File: src/rtl/rle_stream_writer.sv
// Expands run-length tokens into MSB-first bits packed into masked memory word writes,
// starting from an arbitrary word address and bit index.
module rle_stream_writer #(
   parameter int WORD_W = 8,
   parameter int ADDR_W = 16,
   parameter int RUN_W  = 7,
   parameter int IDX_W  = $clog2(WORD_W)
) (
   input  logic              clk,
   input  logic              RST,
   input  logic              start,
   input  logic [ADDR_W-1:0] start_addr,
   input  logic [IDX_W-1:0]  start_bit,
   input  logic              tok_valid,
   output logic              tok_ready,
   input  logic              tok_bit,
   input  logic [RUN_W-1:0]  tok_len,
   input  logic              flush,
   output logic              busy,
   output logic              done,
   output logic              err_wrap,
   output logic [ADDR_W-1:0] cur_addr,
   output logic [IDX_W-1:0]  cur_bit,
   output logic              mem_we,
   output logic [ADDR_W-1:0] mem_addr,
   output logic [WORD_W-1:0] mem_wdata,
   output logic [WORD_W-1:0] mem_wmask
);

   localparam int CNT_W = (RUN_W > IDX_W + 1) ? RUN_W : IDX_W + 1;

   typedef enum logic [1:0] {S_IDLE, S_ACCEPT, S_FILL, S_FLUSH} state_t;

   state_t            r_state;
   logic [WORD_W-1:0] r_accum;
   logic [WORD_W-1:0] r_mask;
   logic [RUN_W-1:0]  r_rem;
   logic              r_val;
   logic              r_done;
   logic              r_err_wrap;
   logic [ADDR_W-1:0] r_cur_addr;
   logic [IDX_W-1:0]  r_cur_bit;
   logic              r_mem_we;
   logic [ADDR_W-1:0] r_mem_addr;
   logic [WORD_W-1:0] r_mem_wdata;
   logic [WORD_W-1:0] r_mem_wmask;

   logic [CNT_W-1:0]  w_room;
   logic [CNT_W-1:0]  w_rem_ext;
   logic [CNT_W-1:0]  w_n;
   logic              w_word_done;
   logic [RUN_W-1:0]  w_rem_next;
   logic [WORD_W-1:0] w_chunk;
   logic [WORD_W-1:0] w_accum_next;
   logic [WORD_W-1:0] w_mask_next;

   // One chunk per FILL cycle: as many bits as fit between cur_bit and bit 0.
   always_comb begin
      w_room      = CNT_W'(r_cur_bit) + CNT_W'(1);
      w_rem_ext   = CNT_W'(r_rem);
      w_n         = (w_rem_ext < w_room) ? w_rem_ext : w_room;
      w_word_done = (w_n == w_room);
      w_rem_next  = r_rem - RUN_W'(w_n);
      w_chunk     = '0;
      for (int i = 0; i < WORD_W; i++) begin
         if ((i <= int'(r_cur_bit)) && ((i + int'(w_n)) > int'(r_cur_bit)))
            w_chunk[i] = 1'b1;
      end
      w_accum_next = r_accum | (r_val ? w_chunk : '0);
      w_mask_next  = r_mask | w_chunk;
   end

   always_ff @(posedge clk or posedge RST) begin
      if (RST) begin
         r_state     <= S_IDLE;
         r_accum     <= '0;
         r_mask      <= '0;
         r_rem       <= '0;
         r_val       <= 1'b0;
         r_done      <= 1'b0;
         r_err_wrap  <= 1'b0;
         r_cur_addr  <= '0;
         r_cur_bit   <= '0;
         r_mem_we    <= 1'b0;
         r_mem_addr  <= '0;
         r_mem_wdata <= '0;
         r_mem_wmask <= '0;
      end else begin
         r_mem_we <= 1'b0;
         r_done   <= 1'b0;
         case (r_state)
            S_IDLE: begin
               if (start) begin
                  r_cur_addr <= start_addr;
                  r_cur_bit  <= start_bit;
                  r_accum    <= '0;
                  r_mask     <= '0;
                  r_err_wrap <= 1'b0;
                  r_state    <= S_ACCEPT;
               end
            end
            S_ACCEPT: begin
               if (flush) begin
                  r_state <= S_FLUSH;
               end else if (tok_valid) begin
                  r_rem <= tok_len;
                  r_val <= tok_bit;
                  if (tok_len != '0)
                     r_state <= S_FILL;
               end
            end
            S_FILL: begin
               r_rem <= w_rem_next;
               if (w_word_done) begin
                  r_mem_we    <= 1'b1;
                  r_mem_addr  <= r_cur_addr;
                  r_mem_wdata <= w_accum_next;
                  r_mem_wmask <= w_mask_next;
                  r_cur_addr  <= r_cur_addr + ADDR_W'(1);
                  if (&r_cur_addr)
                     r_err_wrap <= 1'b1;
                  r_cur_bit   <= IDX_W'(WORD_W - 1);
                  r_accum     <= '0;
                  r_mask      <= '0;
               end else begin
                  r_accum   <= w_accum_next;
                  r_mask    <= w_mask_next;
                  r_cur_bit <= r_cur_bit - IDX_W'(w_n);
               end
               if (w_rem_next == '0)
                  r_state <= S_ACCEPT;
            end
            S_FLUSH: begin
               // Pointer is left alone so a later session can finish this word.
               if (|r_mask) begin
                  r_mem_we    <= 1'b1;
                  r_mem_addr  <= r_cur_addr;
                  r_mem_wdata <= r_accum;
                  r_mem_wmask <= r_mask;
               end
               r_done  <= 1'b1;
               r_accum <= '0;
               r_mask  <= '0;
               r_state <= S_IDLE;
            end
            default: r_state <= S_IDLE;
         endcase
      end
   end

   assign tok_ready = (r_state == S_ACCEPT) && !flush;
   assign busy      = (r_state != S_IDLE);
   assign done      = r_done;
   assign err_wrap  = r_err_wrap;
   assign cur_addr  = r_cur_addr;
   assign cur_bit   = r_cur_bit;
   assign mem_we    = r_mem_we;
   assign mem_addr  = r_mem_addr;
   assign mem_wdata = r_mem_wdata;
   assign mem_wmask = r_mem_wmask;

endmodule
File: config.mk
export PLATFORM = sky130hd
export DESIGN_NAME = rle_stream_writer
export DESIGN_NICKNAME = d
export VERILOG_FILES = /design/src/rtl/rle_stream_writer.sv
export SDC_FILE = /design/constraint.sdc
export NUM_CORES = 1
export LEC_CHECK = 0
export ABC_AREA = 1
export BUFFER_PORTS_ARGS = -buffer_cell sky130_fd_sc_hd__buf_2
export CAP_MARGIN = 40
export CORE_ASPECT_RATIO = 1.4
export CORE_MARGIN = 2
export CORE_UTILIZATION = 51
export CTS_CLUSTER_SIZE = 40
export DETAILED_ROUTE_END_ITERATION = 10
export HOLD_SLACK_MARGIN = 0.15
export PLACE_DENSITY = 0.75
export SYNTH_ARGS = -nofsm -noshare
export SYNTH_HDL_FRONTEND = slang
export SYNTH_SLANG_ARGS = --single-unit
File: constraint.sdc
create_clock -name clk -period 3.7 [get_ports clk]
set_clock_uncertainty 0.2 [all_clocks]
set_input_delay 0.37 -clock clk [delete_from_list [all_inputs] [get_ports clk]]
set_output_delay 0.37 -clock clk [all_outputs]
set_load 0.1 [all_outputs]
* Word level (Yosys, flattened, before mapping)
Cells that the tools add are included.
** Storage, ports and cells
- Flip-flop bits (word level) :: 80
- Input port bits :: 32
- Output and inout bits :: 56
** Cells by class
- Multiplexer cells :: 47
- Reduce and logical (&&, ||, !) cells :: 27
- Add/subtract/negate cells :: 11
- Bitwise gates (word level) :: 3
- Order comparisons :: 16
- Equal/unequal tests :: 13
** Operators by type and width (count)
- 2-to-1 mux 16 bit :: 4
- 2-to-1 mux 8 bit :: 8
- case mux 16 bit (2 select lines) :: 2
- > comparator 8 x 3 -> 1 bit :: 7
- case mux 8 bit (3 select lines) :: 2
- adder 3 x 7 -> 8 bit (first input constant) :: 4
- case mux 8 bit (2 select lines) :: 2
- 2-to-1 mux 7 bit :: 3
- adder 16 x 1 -> 16 bit (second input constant) :: 1
- adder 2 x 7 -> 8 bit (first input constant) :: 2
- OR 8 bit :: 2
- AND reduction 16 bit :: 1
- 2-to-1 mux 1 bit :: 14
- != test 2 bit (second input constant) :: 7
- case mux 7 bit (2 select lines) :: 1
- less-or-equal comparator 3 bit (first input constant) :: 4
- AND reduction 3 bit :: 4
- 2-to-1 mux 2 bit :: 5
- adder 1 x 7 -> 8 bit (first input constant) :: 1
- logical AND 1 bit :: 8
- case mux 2 bit (4 select lines) :: 1
- AND reduction 4 bit :: 2
- nonzero test 2 bit :: 4
- OR reduction 8 bit :: 1
- other kinds (21) :: 27

* Logic depth before layout (Yosys ltp)
- Word-level depth :: 11
- Gate-level depth with buffers :: 27
- Mapped depth without buffers :: 27

* Worst setup path after synthesis
No wires, ideal clock.
- Path type :: reg-to-reg
- Start :: register r_cur_bit[0] (netlist: cur_bit[0])
- End :: register r_mem_wmask[7] (netlist: mem_wmask[7])
- Cell stages (with the launch flop) :: 25
- Period minus slack after synthesis :: 4.583 ns
- Arrival time :: 4.254 ns
- Data required time :: 3.371 ns
- Buffers on the path :: 0
- Path slack :: -0.883 ns
- Path through :: dfrtp_1 > ha_1 > ha_1 > inv_1 > ha_1 > nand3_1 > nand2_1 > inv_1 > nand2_1 > nand2_2 > nand2_2 > o21ai_1 > inv_1 > ha_1 > inv_1 > xor2_1 > ha_1 > a21oi_1 > a21oi_1 > a211oi_1 > nand2_1 > nand2_1 > inv_1 > a21oi_1 > o21ai_0
** Between the ends
- Word-level cells in the longest chain between the ends :: 10
- Elaborated cells between the ends (all ways) :: 14
- Those cells by class :: 2 x add/sub; 3 x order compare; 2 x eq/ne; 4 x mux; 1 x bitwise; 2 x reduce/logical
** Ends and longest elaborated chain
- from (decl) :: line 42 : logic [IDX_W-1:0] r_cur_bit;
- from (signal assigned) :: line 95 : r_cur_bit <= start_bit;
- from (signal assigned) :: line 122 : r_cur_bit <= IDX_W'(WORD_W - 1);
- from (signal assigned) :: line 128 : r_cur_bit <= r_cur_bit - IDX_W'(w_n);
- adder 3 x 1 -> 4 bit :: line 59 : w_room = CNT_W'(r_cur_bit) + CNT_W'(1);
- < comparator 7 x 4 -> 1 bit :: line 61 : w_n = (w_rem_ext < w_room) ? w_rem_ext : w_room;
- 2-to-1 mux 7 bit :: line 61
- adder 3 x 7 -> 8 bit :: line 66 : if ((i <= int'(r_cur_bit)) && ((i + int'(w_n)) > int'(r_cur_bit)))
- > comparator 8 x 3 -> 1 bit :: line 66
- logical AND 1 bit :: line 66
- 2-to-1 mux 1 bit :: line 66
- OR 8 bit :: line 70 : w_mask_next = r_mask | w_chunk;
- 2-to-1 mux 8 bit :: line 114 : if (w_word_done) begin
- case mux 8 bit (2 select lines) :: line 91 : case (r_state)
- to (signal assigned) :: line 118 : r_mem_wmask <= w_mask_next;
- to (signal assigned) :: line 139 : r_mem_wmask <= r_mask;
- to (decl) :: line 46 : logic [WORD_W-1:0] r_mem_wmask;
Parallel ways exist; a longest one is shown, timed or not. The select of a mux whose other input is x is not followed.
A chain may end at the register's enable or synchronous reset.

* Final worst setup path
- Start :: register r_cur_bit[1] (netlist: cur_bit[1])
- End :: register r_accum[3]
** Between the ends
- Word-level cells in the longest chain between the ends :: 11
- Elaborated cells between the ends (all ways) :: 13
- Those cells by class :: 2 x add/sub; 3 x order compare; 1 x eq/ne; 5 x mux; 1 x bitwise; 1 x reduce/logical
** Ends and longest elaborated chain
- adder 3 x 1 -> 4 bit :: line 59
- < comparator 7 x 4 -> 1 bit :: line 61
- 2-to-1 mux 7 bit :: line 61
- adder 2 x 7 -> 8 bit :: line 66
- > comparator 8 x 3 -> 1 bit :: line 66
- logical AND 1 bit :: line 66
- 2-to-1 mux 1 bit :: line 66
- 2-to-1 mux 8 bit :: line 69 : w_accum_next = r_accum | (r_val ? w_chunk : '0);
- OR 8 bit :: line 69
- 2-to-1 mux 8 bit * :: line 114
- case mux 8 bit (3 select lines) * :: line 91
- to (signal assigned) :: line 126 : r_accum <= w_accum_next;
- to (decl) :: line 35 : logic [WORD_W-1:0] r_accum;
Mark *: on every way between the ends. The rest lies on a longest branch, timed or not.

==> run metrics <==
outcome complete, but fails checks; failing checks setup timing; crit share post-route 1.03; share of the synthesized area in the top cell type 0.404; measured slew at the worst slew-check pin 0.797 ns; DRT Wirelength 14.5 mm; mux cell area share after synthesis 0; most frequent cells in the layout nand2_1 (103), buf_2 (87), dfrtp_1 (77), inv_1 (74), nor2_1 (58); H-tree lvl count 3; die height 121 um; CTS sink count 80; Data arrival, critical path 3.81 ns; Reg2Reg Depth 24; initial antenna violation count 0; largest family of logic cells by synthesized area simple AND/OR/NAND/NOR gates; global-route wire length before repair 22.6 mm; Tmin final 3.80 ns; area share of fa/ha/maj cells after synthesis 0.0964; crit end category flop; sequential-to-total area share from yosys stat 0.404; vias in the first global route 4,905; vias per cell 5.55; Post-synth EDFFs 0; Ant. Diodes 0; DRT Pass-1 Iters 5; TritonCTS Buffers 9; worst slew margin relative to its limit 0.468; cell at the slowest stage of the critical path dfrtp_2; Die Wd 87.3 um; most common cell after layout, fill and taps aside nand2_1; area leader, netlist dfrtp_1; grt total ovfl 0; CTS root buf clkbuf_16; max cap viols 0; post-synthesis xor/xnor area fraction 0.0283; synth warn 0; crit-path leading delay family simple AND/OR/NAND/NOR gates; IO Port Bufs 87; synth top area cells dfrtp_1 (40%), ha_1 (8.8%), nand2_1 (8.6%), inv_1 (7.0%), a21oi_1 (5.3%); total track usage 0.273; routed via count 4,944; Routed wire per std cell 16.2 um; full die area 0.0105 sq mm; worst skew pair latency 0.34 ns; simple-gate share of the synthesized area 0.204; Synth Flop Type dfrtp_1; post-route antenna net violation count 0; fin nets 845; max-slew violation count 0; drt first-iter violations 297; Worst path depth 24; I/O pins 88; global placer's final weighted congestion 0.917; FMAX 263 MHz; dpl ws -0.0642 ns; post-synth cell types 42; Core Area 0.00946 sq mm; Synth Cell Area 0.00496 sq mm; # rows 42; CP Cell Sequence buf_4 -> nand2_1 -> nor2_2 -> inv_1 -> ha_1 -> nor4_4 -> buf_4 -> nand2_4 -> o21ai_4 -> inv_4 -> ha_4 -> inv_4 -> xor2_2 -> buf_4 -> inv_2 -> ha_4 -> a21oi_2 -> a21oi_2 -> a21oi_2 -> nand2_2 -> nand3_2 -> nand2_2 -> nand2_1 -> o21ai_1; Max stage delay on crit path 0.39 ns; Hold Violations, Final 0; Clk pin slew, worst setup/hold paths 0.06 ns; hold crit path type in -> reg; Fin Setup TNS -0.494 ns; Synth Register Bits 80; fin worst setup slack -0.103 ns; Post-Syn Nets 696; Worst EP required 3.70 ns; syn_area_per_cell 7.91 sq um; Setup crit start kind flop; maximum clock path buffer count 2; HPWL Detailed 10.1 mm; Initial Utilization 0.524; Area Overhead vs Synth 37.7%; worst hold stages 3; largest net degree at the start of global routing 44; Final setup violation count 10; RSZ-0062 raised after global routing true; Buf+Inv Stages, Crit Path 7; Post-Syn Instances 627; Post-synth ARST share 1.00; DRC 0; TritonCTS clock tree done; Crit Path Max Fanout 5; kind of critical path reg -> reg; share of layout cells above drive strength 1 0.335; Synth Area in Compound Gates 0.172
cells in the mapped netlist (2+ instances only):
cell type,n
o21ai_0,38
o31ai_1,2
nor3_1,4
buf_2,6
nor2_1,65
inv_2,5
o211ai_1,12
nand2_1,113
ha_1,35
o21ai_2,5
o21bai_1,3
fa_1,2
o22ai_1,7
a21oi_1,53
o21ai_1,3
dfrtp_1,80
or2_2,2
xor2_1,15
a31oi_1,15
clkbuf_1,8
nand2_4,3
nand3_1,28
nand2_2,5
inv_1,93
nor4_1,2
buf_6,2
nand4_1,6
registers in the layout (all words and copies together) (netlist names):
name and cells:
r_val 1, done 1, cur_addr 16, mem_addr 16
r_rem 7, mem_we 1, r_accum 8, r_state 2
err_wrap 1, mem_wdata 8, mem_wmask 8, r_mask 8
cur_bit 3
tightest hold or removal path: cells and delay by family:
kind                   cells  cell delay, ns
AO/OA/AOI/OAI              2            0.18
buffers and inverters      1            0.10
layout make-up:
class,instances,area [sq um]
timing repair buffer,156,1090
clock buffer,9,225
inverter,98,389
fill,723,2630
tap,110,138
clock inverter,7,53.8
multi-input combinational,431,2930
sequential,80,2010
logic make-up (layout without fill, tap and decap cells):
kind of cell | Yosys count | in the layout
AO/OA/AOI/OAI | 146 | 146
XOR/XNOR | 16 | 16
adder cells (fa/ha/maj) | 37 | 37
buffers and inverters | 116 | 270
flip-flops | 80 | 80
AND/OR/NAND/NOR | 232 | 232
metrics by stage:
| step | cell area [sq um] | hold slack [ns] | std cells | utilization |
|---|---|---|---|---|
| 6_report | 6830 | 0.155 | 891 | 0.722 |
| 3_5_place_dp | 5900 | 0.257 | 843 | 0.624 |
| 2_1_floorplan | 5090 | 0.259 | 627 | - |
| 5_1_grt | 6830 | 0.189 | 891 | 0.722 |
| 4_1_cts | 6450 | 0.154 | 884 | 0.682 |
| 3_3_place_gp | 5900 | 0.251 | 843 | 0.624 |
what timing repair did:
item | CTS | global route
setup endpoints to repair | 12 | 62
resized for setup | 6 | 80
pin swaps | 4 | 48
hold endpoints to repair | 62 | 0
hold buffers | 22 | 0
buffers inserted | 3 | 8
layer usage:
layer / track usage / wire length [um] / vias to the layer above
met1: 0.311 / 5620 / 2358
met5: 0 / 0 / -
met4: 0.132 / 580 / 0
met2: 0.485 / 7520 / 183
li1: - / - / 2358
met3: 0.0437 / 749 / 45
final timing paths:
path | start | to | slack [ns]
worst min register to register | mem_addr[9] | mem_addr[9] | 0.27
max in group asynchronous | RST | err_wrap | 1.98
worst max register to register | cur_bit[1] | r_accum[3] | -0.10
min in group asynchronous | RST | r_accum[6] | 0.51
worst max-delay path | cur_bit[1] | r_accum[3] | -0.10
worst min-delay path | tok_len[1] | r_rem[1] | 0.16
Power is left out: the tool's default activity adds up to more than one toggle a clock period on the data nets, which glitch-free logic cannot reach.
